[src/rtl/hazard_scoreboard_unit.sv]
// Hazard and forwarding control for the 5-stage pipeline, with a per-register
// scoreboard tracking outstanding multiply/divide results.
module hazard_scoreboard_unit #(
  parameter int NREG         = 32,
  parameter int MAX_INFLIGHT = 4,
  parameter int CNTW         = 16,
  localparam int RW          = $clog2(NREG)
) (
  input  logic            clk,
  input  logic            reset,
  input  logic [RW-1:0]   Rs1D,
  input  logic [RW-1:0]   Rs2D,
  input  logic [RW-1:0]   RdD,
  input  logic            LongD,
  input  logic [RW-1:0]   Rs1E,
  input  logic [RW-1:0]   Rs2E,
  input  logic [RW-1:0]   RdE,
  input  logic            RegWriteE,
  input  logic            LoadE,
  input  logic            LongE,
  input  logic [RW-1:0]   RdM,
  input  logic            RegWriteM,
  input  logic [RW-1:0]   RdW,
  input  logic            RegWriteW,
  input  logic            PCSrcE,
  input  logic            MduDone,
  input  logic [RW-1:0]   MduRd,
  output logic [1:0]      ForwardAE,
  output logic [1:0]      ForwardBE,
  output logic            StallF,
  output logic            StallD,
  output logic            FlushD,
  output logic            FlushE,
  output logic [NREG-1:0] SbBusy,
  output logic [3:0]      InflightCnt,
  output logic [CNTW-1:0] StallCycles,
  output logic            SbErr
);

  logic            lwStall;
  logic            sbHit;
  logic            longHit;
  logic            fullStall;
  logic            stall;
  logic            issueWrite;
  logic            doneOk;
  logic            errEvent;
  logic [4:0]      pending;
  logic [3:0]      cntNext;
  logic [NREG-1:0] busyNext;

  // Memory-stage result is newer than Writeback, so it takes priority.
  always_comb begin
    ForwardAE = 2'b00;
    ForwardBE = 2'b00;
    if (RegWriteM && (RdM != '0) && (RdM == Rs1E))
      ForwardAE = 2'b10;
    else if (RegWriteW && (RdW != '0) && (RdW == Rs1E))
      ForwardAE = 2'b01;
    if (RegWriteM && (RdM != '0) && (RdM == Rs2E))
      ForwardBE = 2'b10;
    else if (RegWriteW && (RdW != '0) && (RdW == Rs2E))
      ForwardBE = 2'b01;
  end

  always_comb begin
    lwStall   = LoadE && (RdE != '0) && ((RdE == Rs1D) || (RdE == Rs2D));
    sbHit     = ((Rs1D != '0) && SbBusy[Rs1D]) ||
                ((Rs2D != '0) && SbBusy[Rs2D]) ||
                ((RdD  != '0) && SbBusy[RdD]);
    // An op issuing this cycle is not in the scoreboard yet.
    longHit   = LongE && RegWriteE && (RdE != '0) &&
                ((RdE == Rs1D) || (RdE == Rs2D) || (RdE == RdD));
    pending   = {1'b0, InflightCnt} + {4'b0000, LongE};
    fullStall = LongD && (pending >= 5'(MAX_INFLIGHT));
    stall     = lwStall || sbHit || longHit || fullStall;
    StallF    = stall;
    StallD    = stall;
    FlushD    = PCSrcE;
    FlushE    = stall || PCSrcE;
  end

  // Completion clears before issue sets, so a same-register collision keeps the bit.
  always_comb begin
    issueWrite = LongE && RegWriteE && (RdE != '0);
    doneOk     = MduDone && (InflightCnt != 4'd0);
    errEvent   = MduDone && ((InflightCnt == 4'd0) ||
                             ((MduRd != '0) && !SbBusy[MduRd]));
    busyNext   = SbBusy;
    if (doneOk)
      busyNext[MduRd] = 1'b0;
    if (issueWrite)
      busyNext[RdE] = 1'b1;
    busyNext[0] = 1'b0;
    cntNext = InflightCnt;
    if (LongE && !doneOk)
      cntNext = InflightCnt + 4'd1;
    else if (!LongE && doneOk)
      cntNext = InflightCnt - 4'd1;
  end

  always_ff @(posedge clk or negedge reset) begin
    if (!reset) begin
      SbBusy      <= '0;
      InflightCnt <= 4'd0;
      StallCycles <= '0;
      SbErr       <= 1'b0;
    end else begin
      SbBusy      <= busyNext;
      InflightCnt <= cntNext;
      if (stall && (StallCycles != '1))
        StallCycles <= StallCycles + CNTW'(1);
      if (errEvent)
        SbErr <= 1'b1;
    end
  end

endmodule

[config.mk]
export PLATFORM = sky130hd
export DESIGN_NAME = hazard_scoreboard_unit
export DESIGN_NICKNAME = d
export VERILOG_FILES = /design/src/rtl/hazard_scoreboard_unit.sv
export SDC_FILE = /design/constraint.sdc
export NUM_CORES = 1
export LEC_CHECK = 0
export BUFFER_PORTS_ARGS = -buffer_cell sky130_fd_sc_hd__buf_2
export CORE_MARGIN = 2
export CORE_UTILIZATION = 54
export CTS_BUF_LIST = sky130_fd_sc_hd__clkbuf_8
export DETAILED_ROUTE_END_ITERATION = 10
export PLACE_DENSITY = 0.83
export SYNTH_ARGS = -nofsm -noshare
export SYNTH_HDL_FRONTEND = slang
export SYNTH_SLANG_ARGS = --single-unit
[constraint.sdc]
create_clock -name clk -period 3.5 [get_ports clk]
set_clock_uncertainty 0.05 [all_clocks]
set_input_delay 0.7 -clock clk [delete_from_list [all_inputs] [get_ports clk]]
set_output_delay 0.7 -clock clk [all_outputs]
set_load 0.01 [all_outputs]
==> results of run 1 <==
worst max-delay path: cells and delay by family:
family | cells | cell delay, ns
buf+inv | 2 | 0.33
mux | 2 | 0.74
simple gates | 4 | 0.89
sequential cells by signal (all words and copies together) (netlist names):
name and cells:
InflightCnt 4, SbBusy 31, SbErr 1, StallCycles 16
cell usage after synthesis (2+ instances only):
master / number
and3_1: 5
nor4_1: 8
mux2i_1: 11
nand2_1: 21
nand3_1: 21
and2_1: 4
dfrtp_1: 52
mux2_2: 5
nor3b_1: 5
nor2_1: 13
inv_1: 5
or3_1: 4
xor2_1: 25
nand4_1: 9
nor2b_1: 2
buf_4: 3
nor3_1: 6
mux4_2: 21
or4_1: 4
nand3b_1: 8
mux4_1: 8
clkbuf_1: 10
ha_1: 6
o21ai_0: 69
nand2b_1: 5
a21oi_1: 7
buf_6: 3
xnor2_1: 27
or3b_2: 2
buf_2: 5
routing by layer:
metal / share of wire / vias up / track usage
met5: 0 / - / 0
met4: 0.045 / 0 / 0.145
met3: 0.12 / 64 / 0.0679
met2: 0.48 / 329 / 0.473
met1: 0.36 / 1817 / 0.358
li1: - / 1662 / -
worst max path at each step:
| stage | end | slack (ns) | cells after the start |
|---|---|---|---|
| finish | FlushE | 0.08 | 8 |
| global route | FlushE | 0.01 | 8 |
| CTS | StallD | 0.09 | 10 |
| detailed placement | StallD | 0.09 | 7 |
| global placement | StallD | 0.12 | 9 |
| floorplan | FlushE | 0.11 | 7 |
cell families after synthesis:
kind of cell	after synthesis	share of synthesized area
DFF	52	0.327
other	1	0.000943
xor gates and xnor gates	52	0.115
AOI/OAI and AO/OA	83	0.109
buffers and inverters	29	0.0403
and+or+nand+nor	121	0.171
adders and majority gates	7	0.0239
muxes	45	0.214
per-stage QoR:
stage / instance area [um^2] / setup slack [ns]
after floorplan: 3980 / 0.109
after global placement: 4590 / 0.118
after detailed placement: 4590 / 0.0890
after CTS: 4710 / 0.0944
after global routing: 4730 / 0.0111
final: 4730 / 0.0839
cell type report:
cell class,count,share of cell area
Multi-Input combinational cell,309,0.534
Timing Repair Buffer,122,0.135
Inverter,5,0.00397
Sequential cell,52,0.275
Tap cell,99,0.0262
Clock inverter,2,0.00820
Clock buffer,6,0.0175
power by group through the flow:
stage / sequential (uW) / combinational [uW] / clock (uW)
final: 978 / 951 / 438
after global placement: 966 / 895 / 0
after global routing: 1000 / 1040 / 466
after detailed placement: 979 / 936 / 0
after CTS: 968 / 940 / 445
after floorplan: 967 / 574 / 0
==> results.md, run 1 <==
- Status: finished, final reports clean
- Final Hold Vio Count: 0
- Post-CTS setup buffers: 0
- DRT iter0 DRCs: 449
- Hold path cells: 1
- CTS Root Cell: clkbuf_8
- Worst min path class: reg2reg
- TritonCTS clock tree: yes
- Non-filler cells, final: a little under 600
- Clk pwr share: 0.185
- TritonCTS Sinks: 52
- Clock transition at the registers of the reported paths: 0.10 ns
- Register bit total from synthesis: 52
- FILL cells: 555
- Initial antenna violation count: 0
- Final Max Slew Viols: 0
- Worst Path Arrival: 2.67 ns
- Ys async rst share: 1.00
- CP cell instances: buf_2, mux4_1, mux2i_1, nor3b_1, nor4_2, nand4_2, or2_1, buf_2
- Final core occ: 0.659
- Leak: 0.00210 uW
- Mean area per synthesized cell: 10.2 um^2
- DRC: 0
- Crit path kind: in2out
- Sequential fraction of the synthesis area: 0.327
- Area of the die: just over 8000 um^2
- Placed insts: 587
- Cts repair resizes: 0
- Pint: 1460 uW
- Number of synthesized flops with an enable pin: 0
- R2R Path End: StallCycles[1]
- Reg2Reg Setup Slack: 0.87 ns
- Synth-to-layout area growth: 19.0%
- Clk buf depth: 2
- H-tree levels: 2
- Initial core utilization: 0.554
- Row Count: 31
- Launch point of the worst path: RdD[0]
- Commonest cells after routing, fill and taps aside: buf_2 (113), o21ai_0 (69), dfrtp_1 (51)
- Syn nets: 452
- Switch Pwr: 907 uW
- Power density cells: about 500 nW/um^2
- Crit Path Max Fanout: 7
- Gr usage total: 0.288
- Io pins: 116
- Flop pwr share: 0.413
- Max_slew headroom: 0.444
- Cells on worst reg2reg path: 11
- Synth area leader: dfrtp_1
- Max-cap violations: 0
- Combinational power share: 0.402
- Vias per Instance: 6.51
- Commonest non-fill, non-tap cell in the layout: buf_2
- Diodes inserted: 0
- Vias in the first global route: 3779
- Mean routed wirelength per cell: approximately 20 um
- PortBufs: 114
- WL final: between 10000 and 15000 um
- Nets@finish: ~560
- Die Ht: around 90 um
- Worst Hold Path EP: SbErr
- Sw Share: 0.383
- Fin Hold WS: 0.422 ns
- Cells after synthesis: 390
- YS warnings: 0
- Die width: 89.8 um
- Most frequent CP cell: buf_2
- Power Total: 2370 uW
- Setup TNS: 0 ns
- Clock Latency Late Sink: 0.31 ns
- Startpoint types: input pin
- ANT nets after route: 0
- Vias post-DR: 3872
- Register Area: roughly 1300 um^2
- CP max stage delay: 0.58 ns
- Min-Delay Startpoint: SbErr
- First-pass GRT wire length: around 19000 um
- First-pass DRT Iterations: 6
- Slowest CP cell: mux4_1
- Unrepaired setup endpoints after global routing: false
- Area of the multi-input gates: 2530 um^2
- Critical path endpoint category: primary output
- Post-synth top area share: 0.327
- Worst-Margin Slew: 0.833 ns
- Period utilization: 0.976
- Largest net degree at the start of global routing: 38
- Congestion Overflow GR: 0
- Placer's final routability congestion estimate: between 0.9 and 1
- Final setup viols: 0
- WP data required: 2.75 ns
- Clock buffer count from CTS: 5
- Core area: 7180 um^2
- Post-synthesis cell type count: 46
- Hpwl dp: between 8000 and 9000 um
- Tmin final: between 3 and 4 ns
- Cell area after synthesis: 3980 um^2
- Maximum achievable frequency: roughly 0.29 GHz
- Post-CTS Hold Buffers: 0
- Reg2Reg Launch Point: InflightCnt[0]
- Largest cells by area after synthesis: dfrtp_1 (33%), mux4_2 (12%), o21ai_0 (8.7%), xnor2_1 (5.9%), xor2_1 (5.5%)
- Peak supply drop: 0.319 mV
- Share of cells above drive strength 1: 0.329
- Prevailing post-synth register cell: dfrtp_1
Note: power is estimated with default switching activity, not from simulation.
==> run 2: changes to the inputs <==
--- a/config.mk
+++ b/config.mk
@@ -5,7 +5,7 @@
 export SDC_FILE = /design/constraint.sdc
 export NUM_CORES = 1
 export LEC_CHECK = 0
-export BUFFER_PORTS_ARGS = -buffer_cell sky130_fd_sc_hd__buf_2
+export BUFFER_PORTS_ARGS = -buffer_cell sky130_fd_sc_hd__buf_4
 export CORE_MARGIN = 2
 export CORE_UTILIZATION = 54
 export CTS_BUF_LIST = sky130_fd_sc_hd__clkbuf_8
==> run 2 against run 1 <==
Net effect: sequential share of layout area down 1.3 points; wire length down 2.4%; worst hold slack worse by 0.083 ns; critical path type unchanged; non-clock buffer count down 3; global-route usage down 0.16 points; die area unchanged; largest cell class unchanged; sequential power up 0.6%.
==> results.md, run 2 (synthesis results as in run 1) <==
- Status: finished, final reports clean
- DRC: 0
- Final setup viols: 0
- Peak supply drop: 0.312 mV
- Initial core utilization: 0.554
- Setup TNS: 0 ns
- Clock buffer count from CTS: 5
- Crit Path Max Fanout: 17
- Commonest cells after routing, fill and taps aside: buf_4 (119), o21ai_0 (69), dfrtp_1 (51)
- Unrepaired setup endpoints after global routing: false
- Period utilization: 0.972
- Row Count: 31
- Sw Share: 0.389
- Vias per Instance: approximately 6.4
- Clock transition at the registers of the reported paths: 0.10 ns
- Final Max Slew Viols: 0
- CTS Root Cell: clkbuf_8
- Die Ht: 89.8 um
- Gr usage total: 0.286
- ANT nets after route: 0
- Congestion Overflow GR: 0
- Leak: 0.00214 uW
- Worst Path Arrival: ~2.7 ns
- DRT iter0 DRCs: 475
- Critical path endpoint category: primary output
- Hpwl dp: between 8000 and 9000 um
- Max reg flops: 31
- WL final: 11400 um
- Max-cap violations: 0
- Io pins: 116
- Tmin final: around 3.4 ns
- Nets@finish: 554
- First-pass GRT wire length: 18900 um
- Clock Latency Late Sink: 0.32 ns
- WP data required: 2.75 ns
- Vias post-DR: 3780
- TritonCTS clock tree: yes
- Largest Register: SbBusy
- Final Hold Vio Count: 0
- Reg2Reg Launch Point: InflightCnt[0]
- Core area: 7180 um^2
- Largest net degree at the start of global routing: 53
- H-tree levels: 2
- Met3 Usage GRT: 0.0671
- Area of the die: 8070 um^2
- TritonCTS Sinks: 52
- Maximum achievable frequency: roughly 0.29 GHz
- R2R Path End: StallCycles[1]
- First-pass DRT Iterations: 5
- Placer's final routability congestion estimate: 0.986
- Flop pwr share: 0.411
- Initial antenna violation count: 0
- Met1 GRT Util: 0.376
- Switch Pwr: 932 uW
- Crit path kind: in2out
- Cells on worst reg2reg path: 11
- Max_slew headroom: 0.563
- PortBufs: between 100 and 150
- Diodes inserted: 0
- Largest regs: SbBusy (31), StallCycles (16), InflightCnt (4)
- Worst min path class: in2async
- Combinational power share: 0.430
- Synth-to-layout area growth: 25.0%
- Crit path capture: StallD
- Final core occ: 0.692
- Post-CTS Hold Buffers: 0
- Clk pwr share: 0.159
- Launch point of the worst path: RdE[2]
- Mean routed wirelength per cell: approximately 19 um
- Share of cells above drive strength 1: 0.325
- Vias in the first global route: 3671
- Commonest non-fill, non-tap cell in the layout: buf_4
- Reg2Reg Setup Slack: about 0.78 ns
- Clk buf depth: 2
- Worst-Margin Slew: 0.655 ns
- Startpoint types: input pin
- GR peak layer: met2
- Pint: 1470 uW
- Grt met2 use: 0.467
- Power density cells: 483 nW/um^2
- Die width: 89.8 um
## run 2: timing repair
| item | CTS | global route |
|---|---|---|
| gates resized for setup | 0 | 3 |
| setup buffers | 0 | 0 |
| setup endpoints to repair | 0 | 2 |
## run 2: power groups by stage
stage | sequential, uW | clock (uW) | combinational (uW)
final | 984 | 381 | 1030
after global routing | 1010 | 417 | 1130
after CTS | 970 | 387 | 1030
after detailed placement | 982 | 0 | 1030
after global placement | 978 | 0 | 996
after floorplan | 967 | 0 | 574
## run 2: how the worst min path moves through the flow
stage | startpoint | to | depth (start not counted)
finish | reset | SbBusy[20] | 1
floorplan | reset | InflightCnt[0] | 0
CTS | reset | SbBusy[22] | 1
global placement | SbErr | SbErr | 1
global route | reset | SbBusy[22] | 1
detailed placement | SbErr | SbErr | 1
## run 2: per-layer routing
| metal | wire length, um | part of all wire | up-vias |
|---|---|---|---|
| li1 | - | - | 1658 |
| met1 | 4300 | 0.38 | 1812 |
| met2 | 5540 | 0.49 | 266 |
| met3 | 1190 | 0.10 | 44 |
| met4 | 378 | 0.033 | 0 |
| met5 | 0 | 0 | - |
## run 2: stage by stage
step / worst slack, ns / std cells / cell area (um^2) / hold WS (ns) / power (uW)
after detailed placement: 0.0947 / 584 / 4850 / 0.408 / 2010
after global placement: 0.0984 / 584 / 4850 / 0.406 / 1970
after CTS: 0.0814 / 592 / 4950 / 0.374 / 2390
after floorplan: 0.109 / 390 / 3980 / 0.354 / 1540
after global routing: 0.0188 / 592 / 4970 / 0.404 / 2550
final: 0.0995 / 592 / 4970 / 0.340 / 2400
## run 2: layout make-up
cell class                      count  area, um^2
Multi-Input combinational cell    309        2530
Inverter                            5        18.8
Sequential cell                    52        1300
Timing Repair Buffer              119         893
Tap cell                           99         124
Fill cell                         544        2210
Clock buffer                        5        68.8
Clock inverter                      3        33.8
## run 2: worst max-delay path: stages
cell	delay (ns)
buf_4	0.11
or3_4	0.38
or3_1	0.33
nand4_1	0.12
nand4_1	0.12
nor4_2	0.29
nand4_2	0.20
buf_4	0.25
buf_4	0.15
